`src/rtl/uart_pkg.sv`:
```
// uart_pkg: shared byte width, transmit FSM encodings and clog2 helper for the UART TX FIFO slice.
package uart_pkg;
   localparam int UART_BYTE_W = 8;
   localparam logic [1:0] S_IDLE = 2'b00;
   localparam logic [1:0] S_REQ  = 2'b01;
   localparam logic [1:0] S_WAIT = 2'b10;
   function automatic int clog2(input int n);
      int r;
      r = 0;
      while ((1 << r) < n) r++;
      return r;
   endfunction
endpackage

```
`src/rtl/uart_tx_fifo_if.sv`:
```
// uart_tx_fifo_if: push side and transmitter req/busy handshake of uart_tx_fifo.
// overflow/ovf_clr exist only when UART_TX_FIFO_OVF_EN is defined.
interface uart_tx_fifo_if #(
   parameter int DEPTH = 16,
   parameter int AW    = uart_pkg::clog2(DEPTH)
);
   import uart_pkg::*;
   logic                   wr_en;
   logic [UART_BYTE_W-1:0] wr_data;
   logic                   full;
   logic                   empty;
   logic [AW:0]            level;
   logic                   tx_busy;
   logic                   tx_req;
   logic [UART_BYTE_W-1:0] tx_byte;
`ifdef UART_TX_FIFO_OVF_EN
   logic                   overflow;
   logic                   ovf_clr;
`endif
   modport slave (
      input  wr_en, wr_data, tx_busy,
      output full, empty, level, tx_req, tx_byte
`ifdef UART_TX_FIFO_OVF_EN
      , input ovf_clr, output overflow
`endif
   );
   modport master (
      output wr_en, wr_data, tx_busy,
      input  full, empty, level, tx_req, tx_byte
`ifdef UART_TX_FIFO_OVF_EN
      , output ovf_clr, input overflow
`endif
   );
endinterface

```
`src/rtl/uart_byte_fifo.sv`:
```
// uart_byte_fifo: circular byte store with level counter and a read register loaded on demand.
// A push while full is accepted only when a pop happens in the same cycle.
module uart_byte_fifo
   import uart_pkg::*;
#(
   parameter int DEPTH = 16,
   parameter int AW    = clog2(DEPTH)
) (
   input  logic                   clk,
   input  logic                   rst_n,
   input  logic                   wr_en,
   input  logic [UART_BYTE_W-1:0] wr_data,
   input  logic                   pop,
   input  logic                   load,
   output logic                   full,
   output logic                   empty,
   output logic [AW:0]            level,
   output logic [UART_BYTE_W-1:0] rd_data
);
   logic [UART_BYTE_W-1:0] mem_q [DEPTH];
   logic [AW-1:0]          wr_ptr_q, wr_ptr_d, rd_ptr_q, rd_ptr_d;
   logic [AW:0]            level_q, level_d;
   logic [UART_BYTE_W-1:0] rd_data_q, rd_data_d;
   logic                   push;

   assign full    = level_q == (AW+1)'(DEPTH);
   assign empty   = level_q == '0;
   assign level   = level_q;
   assign rd_data = rd_data_q;

   always_comb begin
      push      = wr_en && (!full || pop);
      wr_ptr_d  = push ? wr_ptr_q + 1'b1 : wr_ptr_q;
      rd_ptr_d  = pop ? rd_ptr_q + 1'b1 : rd_ptr_q;
      level_d   = level_q + (AW+1)'(push) - (AW+1)'(pop);
      rd_data_d = load ? mem_q[rd_ptr_q] : rd_data_q;
   end

   always_ff @(posedge clk or negedge rst_n)
      if (!rst_n) begin
         wr_ptr_q  <= '0;
         rd_ptr_q  <= '0;
         level_q   <= '0;
         rd_data_q <= '0;
      end else begin
         wr_ptr_q  <= wr_ptr_d;
         rd_ptr_q  <= rd_ptr_d;
         level_q   <= level_d;
         rd_data_q <= rd_data_d;
      end

   // Storage needs no reset; the level counter alone says what is valid.
   always_ff @(posedge clk)
      if (push) mem_q[wr_ptr_q] <= wr_data;
endmodule

```
`src/rtl/uart_tx_fifo.sv`:
```
// uart_tx_fifo: byte FIFO feeding a UART transmitter one frame at a time over req/busy.
// Define UART_TX_FIFO_OVF_EN for the sticky overflow flag and its ovf_clr input.
module uart_tx_fifo
   import uart_pkg::*;
#(
   parameter int DEPTH = 16,
   parameter int AW    = clog2(DEPTH)
) (
   input logic           clk,
   input logic           rst_n,
   uart_tx_fifo_if.slave bus
);
   logic [1:0] state_q, state_d;
   logic       tx_req_q, tx_req_d;
   logic       load, pop;

   // The byte stays counted in level until the transmitter has taken it.
   always_comb begin
      load     = state_q == S_IDLE && !bus.empty && !bus.tx_busy;
      pop      = state_q == S_REQ && bus.tx_busy;
      state_d  = load ? S_REQ
               : pop ? S_WAIT
               : (state_q == S_WAIT && !bus.tx_busy) || state_q == 2'b11 ? S_IDLE
               : state_q;
      tx_req_d = state_d == S_REQ;
   end

   always_ff @(posedge clk or negedge rst_n)
      if (!rst_n) begin
         state_q  <= S_IDLE;
         tx_req_q <= 1'b0;
      end else begin
         state_q  <= state_d;
         tx_req_q <= tx_req_d;
      end

   assign bus.tx_req = tx_req_q;

   uart_byte_fifo #(.DEPTH(DEPTH), .AW(AW)) u_fifo (
      .clk     (clk),
      .rst_n   (rst_n),
      .wr_en   (bus.wr_en),
      .wr_data (bus.wr_data),
      .pop     (pop),
      .load    (load),
      .full    (bus.full),
      .empty   (bus.empty),
      .level   (bus.level),
      .rd_data (bus.tx_byte)
   );

`ifdef UART_TX_FIFO_OVF_EN
   logic overflow_q, overflow_d;

   always_comb
      overflow_d = bus.wr_en && bus.full && !pop ? 1'b1 : bus.ovf_clr ? 1'b0 : overflow_q;

   always_ff @(posedge clk or negedge rst_n)
      if (!rst_n) overflow_q <= 1'b0;
      else        overflow_q <= overflow_d;

   assign bus.overflow = overflow_q;
`endif
endmodule

```
`src/flat_wrapper.sv`:
```
// flat-port wrapper written by rule: the top's interface ports become plain ports
module uart_tx_fifo_flat import uart_pkg::*;
#(
   parameter int DEPTH = 16,
   parameter int AW    = clog2(DEPTH)
)
  (clk, rst_n, bus_wr_en, bus_wr_data, bus_tx_busy, bus_full, bus_empty, bus_level, bus_tx_req, bus_tx_byte);
  uart_tx_fifo_if #(.DEPTH(DEPTH), .AW(AW)) bus_i ();
  input logic clk;
  input logic rst_n;
  input wire logic [$bits(bus_i.wr_en)-1:0] bus_wr_en;
  input wire logic [$bits(bus_i.wr_data)-1:0] bus_wr_data;
  input wire logic [$bits(bus_i.tx_busy)-1:0] bus_tx_busy;
  output wire logic [$bits(bus_i.full)-1:0] bus_full;
  output wire logic [$bits(bus_i.empty)-1:0] bus_empty;
  output wire logic [$bits(bus_i.level)-1:0] bus_level;
  output wire logic [$bits(bus_i.tx_req)-1:0] bus_tx_req;
  output wire logic [$bits(bus_i.tx_byte)-1:0] bus_tx_byte;
  assign bus_i.wr_en = bus_wr_en;
  assign bus_i.wr_data = bus_wr_data;
  assign bus_i.tx_busy = bus_tx_busy;
  assign bus_full = bus_i.full;
  assign bus_empty = bus_i.empty;
  assign bus_level = bus_i.level;
  assign bus_tx_req = bus_i.tx_req;
  assign bus_tx_byte = bus_i.tx_byte;
  uart_tx_fifo #(.DEPTH(DEPTH), .AW(AW)) u_core (.clk(clk), .rst_n(rst_n), .bus(bus_i));
endmodule
```
`config.mk`:
```
export PLATFORM = sky130hd
export DESIGN_NAME = uart_tx_fifo_flat
export DESIGN_NICKNAME = d
export VERILOG_FILES = /design/src/rtl/uart_pkg.sv /design/src/rtl/uart_tx_fifo_if.sv /design/src/rtl/uart_byte_fifo.sv /design/src/rtl/uart_tx_fifo.sv /design/src/flat_wrapper.sv
export SDC_FILE = /design/constraint.sdc
export NUM_CORES = 1
export LEC_CHECK = 0
export CAP_MARGIN = 0
export CORE_MARGIN = 2
export CORE_UTILIZATION = 45
export DETAILED_ROUTE_END_ITERATION = 8
export PLACE_DENSITY = 0.72
export SYNTH_ARGS = -nofsm -noshare
export SYNTH_HDL_FRONTEND = slang
export SYNTH_SLANG_ARGS = --single-unit
```
`constraint.sdc`:
```
create_clock -name clk -period 3.1 [get_ports clk]
set_clock_uncertainty 0.15 [all_clocks]
set_input_delay 0.31 -clock clk [delete_from_list [all_inputs] [get_ports clk]]
set_output_delay 0.31 -clock clk [all_outputs]
set_load 0.03 [all_outputs]
```
==> run metrics, run 1 <==
Root Buffer=clkbuf_16; Tmin final=2.598 ns; clock-pin slew on the worst setup and hold paths=0.06 ns; clk_lat worst skew=0.41 ns; worst path required time=2.64 ns; Worst Hold Class=in2async; Synth Area in Simple Gates=3.804%; # diodes=0; status=complete, no violations; sequential area share after synthesis=72.25%; Critical Path Sink Type=output port; Synth top area share=62.49%; Synth cell types=36; routability cong.=0.7376; final setup vio count=0; pin count of the biggest net entering global routing=28; RR Endpoint=u_core.u_fifo.rd_data[6]; main area contributors after synthesis=edfxtp_1 62%, dfrtp_1 9.8%, mux4_2 8.1%, mux4_1 4.3%, mux2i_1 2.4%; proportion of layout cells with a drive suffix above 1=22.31%; Syn Nets=339; number of synthesized flops with an enable pin=128; Syn Std Cell Area=6151 sq um; Crit path largest cell delay=0.74 ns; width of the die=120.9 um; syn_area_per_cell=19.46 sq um; #FFs+latches synth=152; IO Pins=28; post-DP HPWL=6916 um; CP arrival=2.14 ns; max-slew violations=0; CTS Buf Count=17; wire per inst=19.01 um; synthesis-to-finish area growth=18.61%; FILL cells=995; Syn Inst Count=316; WS Path Type=reg2out; Tcrit/Tclk final=83.80%; Post-Synth XOR/XNOR Area=1.566%; setup_tns=0 ns; die area=14620 sq um; slew margin rel.=52.28%; final design utilization=54.87%; setup bufs post-CTS=0; crit-path max FO=4; ys async rst share=15.79%; drt first-iter violations=237; CP max-delay cell=clkdlybuf4s50_1; DR pass1 iterations=5; crit-path cells=inv_1, ha_1, nor4b_2, clkdlybuf4s50_1; critical path launch point type=flop; worst-case clock buffer depth=2; H-Tree Depth=4; CTS tree=yes; Compound-Gate Fraction of Synth Area=1.810%; Worst-Margin Slew=0.7158 ns; worst-case reg-to-reg path depth=4; main combinational cell family by area after synthesis=multiplexers; peak supply drop=0.0004432 V; via count of the routed design=2959; Die Height=120.9 um; post-layout net count=392; commonest cells after routing, fill and taps aside=128 x edfxtp_1, 27 x clkdlybuf4s50_1, 23 x dfrtp_1, 22 x mux4_2, 21 x buf_4; worst hold margin=0.1111 ns; post-synthesis adder-cell area fraction=2.360%; leakage power=2.555 nW; GR Overflow Total=0; post-synthesis mux area share=16.05%; max cap viols=0; RSZ-0062 raised after global routing=false; initial antenna violation count=0; WP buf/inv=2; post-CTS resize count=0; Max Fclk=384.9 MHz; clk sink count=152; pwr/cell area=937.6 nW/um^2; Hold Vio Cnt, Final=0; Total Routing Usage GR=15.91%; number of cell rows=42; Synth area leader=edfxtp_1; most common cell after layout, fill and taps aside=edfxtp_1; register area=4446 sq um; Initial Utilization=46.26%; post-route ant nets=0; DRC Markers=0; cts hold-fix bufs=0; cell family with most CP delay=buffers and inverters; # port buffers=27; first-pass GRT wire length=16940 um; top_reg_cell synth=edfxtp_1; synth warn=0; via/cell ratio=5.312; area of the multi-input gates=1574 sq um; FF-to-FF Start=u_core.u_fifo.rd_ptr_q[0]; vias in the first global route=3149; Reg2Reg Setup Slack=0.76 ns; Core Box Area=13300 sq um; Routed WL=10590 um
## through the flow
step / setup WS (ns) / instances / area (sq um) / total power, mW
floorplan: 0.3595 / 316 / 6151 / 4.267
global placement: 0.5501 / 526 / 6710 / 4.821
CTS: 0.4570 / 557 / 7296 / 6.908
global route: 0.3460 / 557 / 7296 / 7.196
detailed placement: 0.4757 / 526 / 6710 / 4.874
finish: 0.5022 / 557 / 7296 / 6.841
## area by class of cell
class                      count  area share [%]
inverter                       6          0.3087
multi-input combinational    143           21.57
timing repair buffer          49           6.140
sequential                   152           60.93
tap                          176           3.018
clock inverter                13           2.144
clock buffer                  18           5.882
## registers in the layout, indices dropped and copies added (netlist names)
signal,flops
u_core.u_fifo.mem_q,128
u_core.u_fifo.rd_data,8
u_core.u_fifo.level,5
u_core.u_fifo.rd_ptr_q,4
u_core.u_fifo.wr_ptr_q,4
u_core.state_q,2
u_core.bus.tx_req,1
## worst max path at each step
stage                                start                         to  slack [ns]  cells after the start
floorplan           u_core.u_fifo.level[2]  u_core.u_fifo.mem_q[3][0]        0.36                      6
global placement               bus_tx_busy     u_core.u_fifo.level[4]        0.55                     10
CTS                 u_core.u_fifo.level[2]                  bus_empty        0.46                      4
finish              u_core.u_fifo.level[2]                  bus_empty        0.50                      4
global route        u_core.u_fifo.level[2]                  bus_empty        0.35                      4
detailed placement             bus_tx_busy     u_core.u_fifo.level[4]        0.48                     10
## cells by family (layout without fill, tap and decap cells)
group                    Yosys count  in the layout
AND/OR/NAND/NOR                   49             49
multiplexers                      54             54
buffers and inverters             21             86
adder cells (fa/ha/maj)           11             11
XOR/XNOR                          11             11
AO/OA/AOI/OAI                     18             18
flip-flops                       152            152
## metal layers
metal	GRT usage, %	wire length (um)	share of wire (%)	up-vias
met5	0	0	0	-
met4	5.959	85	0.80	0
met3	4.558	473	4.5	8
met2	24.86	5160	49	72
met1	21.35	4868	46	1526
li1	-	-	-	1353
## where the power goes
part           total (mW)  switching, mW  internal (mW)
Clock                2.03          0.772           1.25
Sequential           2.82          0.283           2.54
Combinational        1.99          0.984           1.01
Total                6.84           2.04           4.80
## worst reg2reg max path, cell delays in order, from the launching register on
cell     delay, ns
dfrtp_2       0.77
mux4_1        0.67
mux2i_1       0.31
mux2_2        0.22
o21ai_0       0.08
## synth_stat cells (2+ instances only)
library cell,n
xor2_1,3
mux2i_1,15
a21oi_1,3
edfxtp_1,128
a211oi_1,2
nand2b_1,2
mux4_1,10
o21ai_0,9
clkbuf_1,2
nand4_1,2
buf_2,6
buf_4,2
nand2_1,19
ha_1,10
nor2_1,15
xnor2_1,8
nor3_1,4
mux4_2,22
dfrtp_1,24
inv_1,6
mux2_2,7
buf_6,3
(Power assumes the default switching activity.)
==> run 2, diff against run 1 <==
- clock period: 3.1 -> 2.63 ns (I/O delays scaled with it)
==> run metrics, run 2 (synthesis gave the netlist of run 1 again) <==
status=complete, no violations (unchanged); width of the die=120.9 um (unchanged); RSZ-0062 raised after global routing=false (unchanged); max reg flops=128 (unchanged); Routed WL=11010 um (was 10590 um); initial antenna violation count=0 (unchanged); post-route ant nets=0 (unchanged); commonest cells after routing, fill and taps aside=128 x edfxtp_1, 26 x clkdlybuf4s50_1, 23 x dfrtp_1, 22 x mux4_2, 21 x buf_4 (was 128 x edfxtp_1, 27 x clkdlybuf4s50_1, 23 x dfrtp_1, 22 x mux4_2, 21 x buf_4); Tmin final=2.447 ns; worst-case clock buffer depth=2 (unchanged); clk sink count=152 (unchanged); clk_lat worst skew=0.42 ns (was 0.41 ns); vias in the first global route=3087 (was 3149); post-layout net count=393 (was 392); post-DP HPWL=7100 um (was 6916 um); worst-case reg-to-reg path depth=10 (was 4); final design utilization=55.82% (was 54.87%); CP max-delay cell=clkdlybuf4s50_1 (unchanged); crit-path max FO=3 (was 4); routability cong.=0.7540 (was 0.7376); cts hold-fix bufs=0 (unchanged); proportion of layout cells with a drive suffix above 1=22.72% (was 22.31%); first-pass GRT wire length=17690 um (was 16940 um); most common cell after layout, fill and taps aside=edfxtp_1 (unchanged); post-route cell area=7421 sq um (was 7296 sq um); DRC Markers=0 (unchanged); Biggest register=u_core.u_fifo.mem_q (unchanged); leakage power=2.615 nW (was 2.555 nW); # diodes=0 (unchanged); peak supply drop=0.0005918 V (was 0.0004432 V); critical path launch point type=flop (unchanged); wire per inst=19.70 um (was 19.01 um); pwr/cell area=1146 nW/um^2 (was 937.6 nW/um^2); Root Buffer=clkbuf_16 (unchanged); Max Fclk=408.6 MHz; Tot Pwr=8.502 mW (was 6.841 mW); Post-DP Area=6740 sq um (was 6710 sq um); max cap viols=0 (unchanged); Initial Utilization=46.26% (unchanged); Crit path largest cell delay=0.68 ns (was 0.74 ns); max-slew violations=0 (unchanged); slew margin rel.=61.59% (was 52.28%); GR Overflow Total=0 (unchanged); Placement Setup Slack=0.1719 ns (was 0.4757 ns); DR pass1 iterations=4 (was 5); via/cell ratio=5.349 (was 5.312); Worst Hold Class=in2async (unchanged); CTS Buf Count=17 (unchanged); clock-pin slew on the worst setup and hold paths=0.06 ns (about the same); FILL cells=1002 (was 995); final setup vio count=0 (unchanged); Critical Path Sink Type=output port (unchanged); post-route setup slack=0.1827 ns (was 0.5022 ns); via count of the routed design=2990 (was 2959); Total Routing Usage GR=16.71% (was 15.91%); worst path required time=2.22 ns (was 2.64 ns); setup_tns=0 ns (unchanged); IO Pins=28 (unchanged); synthesis-to-finish area growth=20.65% (was 18.61%); CP arrival=2.03 ns (was 2.14 ns); number of cell rows=42 (unchanged); drt first-iter violations=201 (was 237); Die Height=120.9 um (unchanged); # port buffers=27 (unchanged); Core Box Area=13300 sq um (unchanged); pin count of the biggest net entering global routing=36 (was 28); H-Tree Depth=4 (unchanged); Worst-Margin Slew=0.5743 ns (was 0.7158 ns); crit-path cells=inv_1, ha_1, and4bb_2, clkdlybuf4s50_1 (was inv_1, ha_1, nor4b_2, clkdlybuf4s50_1); CTS tree=yes (unchanged); Hold Vio Cnt, Final=0 (unchanged); die area=14620 sq um (unchanged); Tcrit/Tclk final=93.05%; WS Path Type=reg2out (unchanged)
==> run 2: path summary, 6_finish.rpt <==
kind | from | slack (ns) | to
min in group clk | u_core.u_fifo.rd_data[2] | 0.33 | u_core.u_fifo.rd_data[2]
max in group asynchronous | rst_n | 2.01 | u_core.u_fifo.rd_ptr_q[0]
setup / recovery | u_core.u_fifo.level[3] | 0.18 | bus_full
hold reg to reg | u_core.u_fifo.rd_data[2] | 0.33 | u_core.u_fifo.rd_data[2]
hold / removal | rst_n | 0.06 | u_core.u_fifo.level[4]
setup reg to reg | u_core.u_fifo.level[3] | 0.31 | u_core.u_fifo.level[4]
==> run 2: cell type report <==
type                    instances  area (sq um)  share of cell area (%)
clock inverters                14         252.7                   3.406
multi-input cells             143          1584                   21.35
clock buffers                  18         429.2                   5.783
flip-flops and latches        152          4446                   59.91
inverters                       6         22.52                  0.3035
well taps                     176         220.2                   2.967
repair buffers                 50         466.7                   6.289
==> run 2: metal layers <==
metal	up-vias	global-route usage (%)	wire (um)
met5	-	0	0
met4	0	5.087	133
met3	14	4.558	538
met2	72	25.84	5501
met1	1547	23.36	4839
li1	1357	-	-
==> run 2: report_power, final <==
| part | leakage [nW] | switching (mW) | internal (mW) |
|---|---|---|---|
| Sequential | 1.45 | 0.274 | 3.00 |
| Combinational | 0.850 | 1.25 | 1.21 |
| Clock | 0.319 | 0.904 | 1.86 |
| Total | 2.62 | 2.43 | 6.07 |
==> run 2: stage by stage <==
step	hold slack [ns]	cells
2_1_floorplan	-0.1826	316
3_3_place_gp	0.3129	527
3_5_place_dp	0.3303	527
4_1_cts	0.06234	559
5_1_grt	0.08502	559
6_report	0.05801	559
==> run 2: what timing repair did <==
item,in CTS,in global routing
resized for setup,1,0
setup buffers,0,0
hold endpoints to repair,0,0
endpoints found under the setup margin,1,0
==> run 2: worst max-delay path, delay by kind of cell, from the launching register on <==
family | cells | cell delay (ns)
flops | 1 | 0.40
buf+inv | 2 | 0.77
fa+ha+maj | 1 | 0.17
simple gates | 1 | 0.28
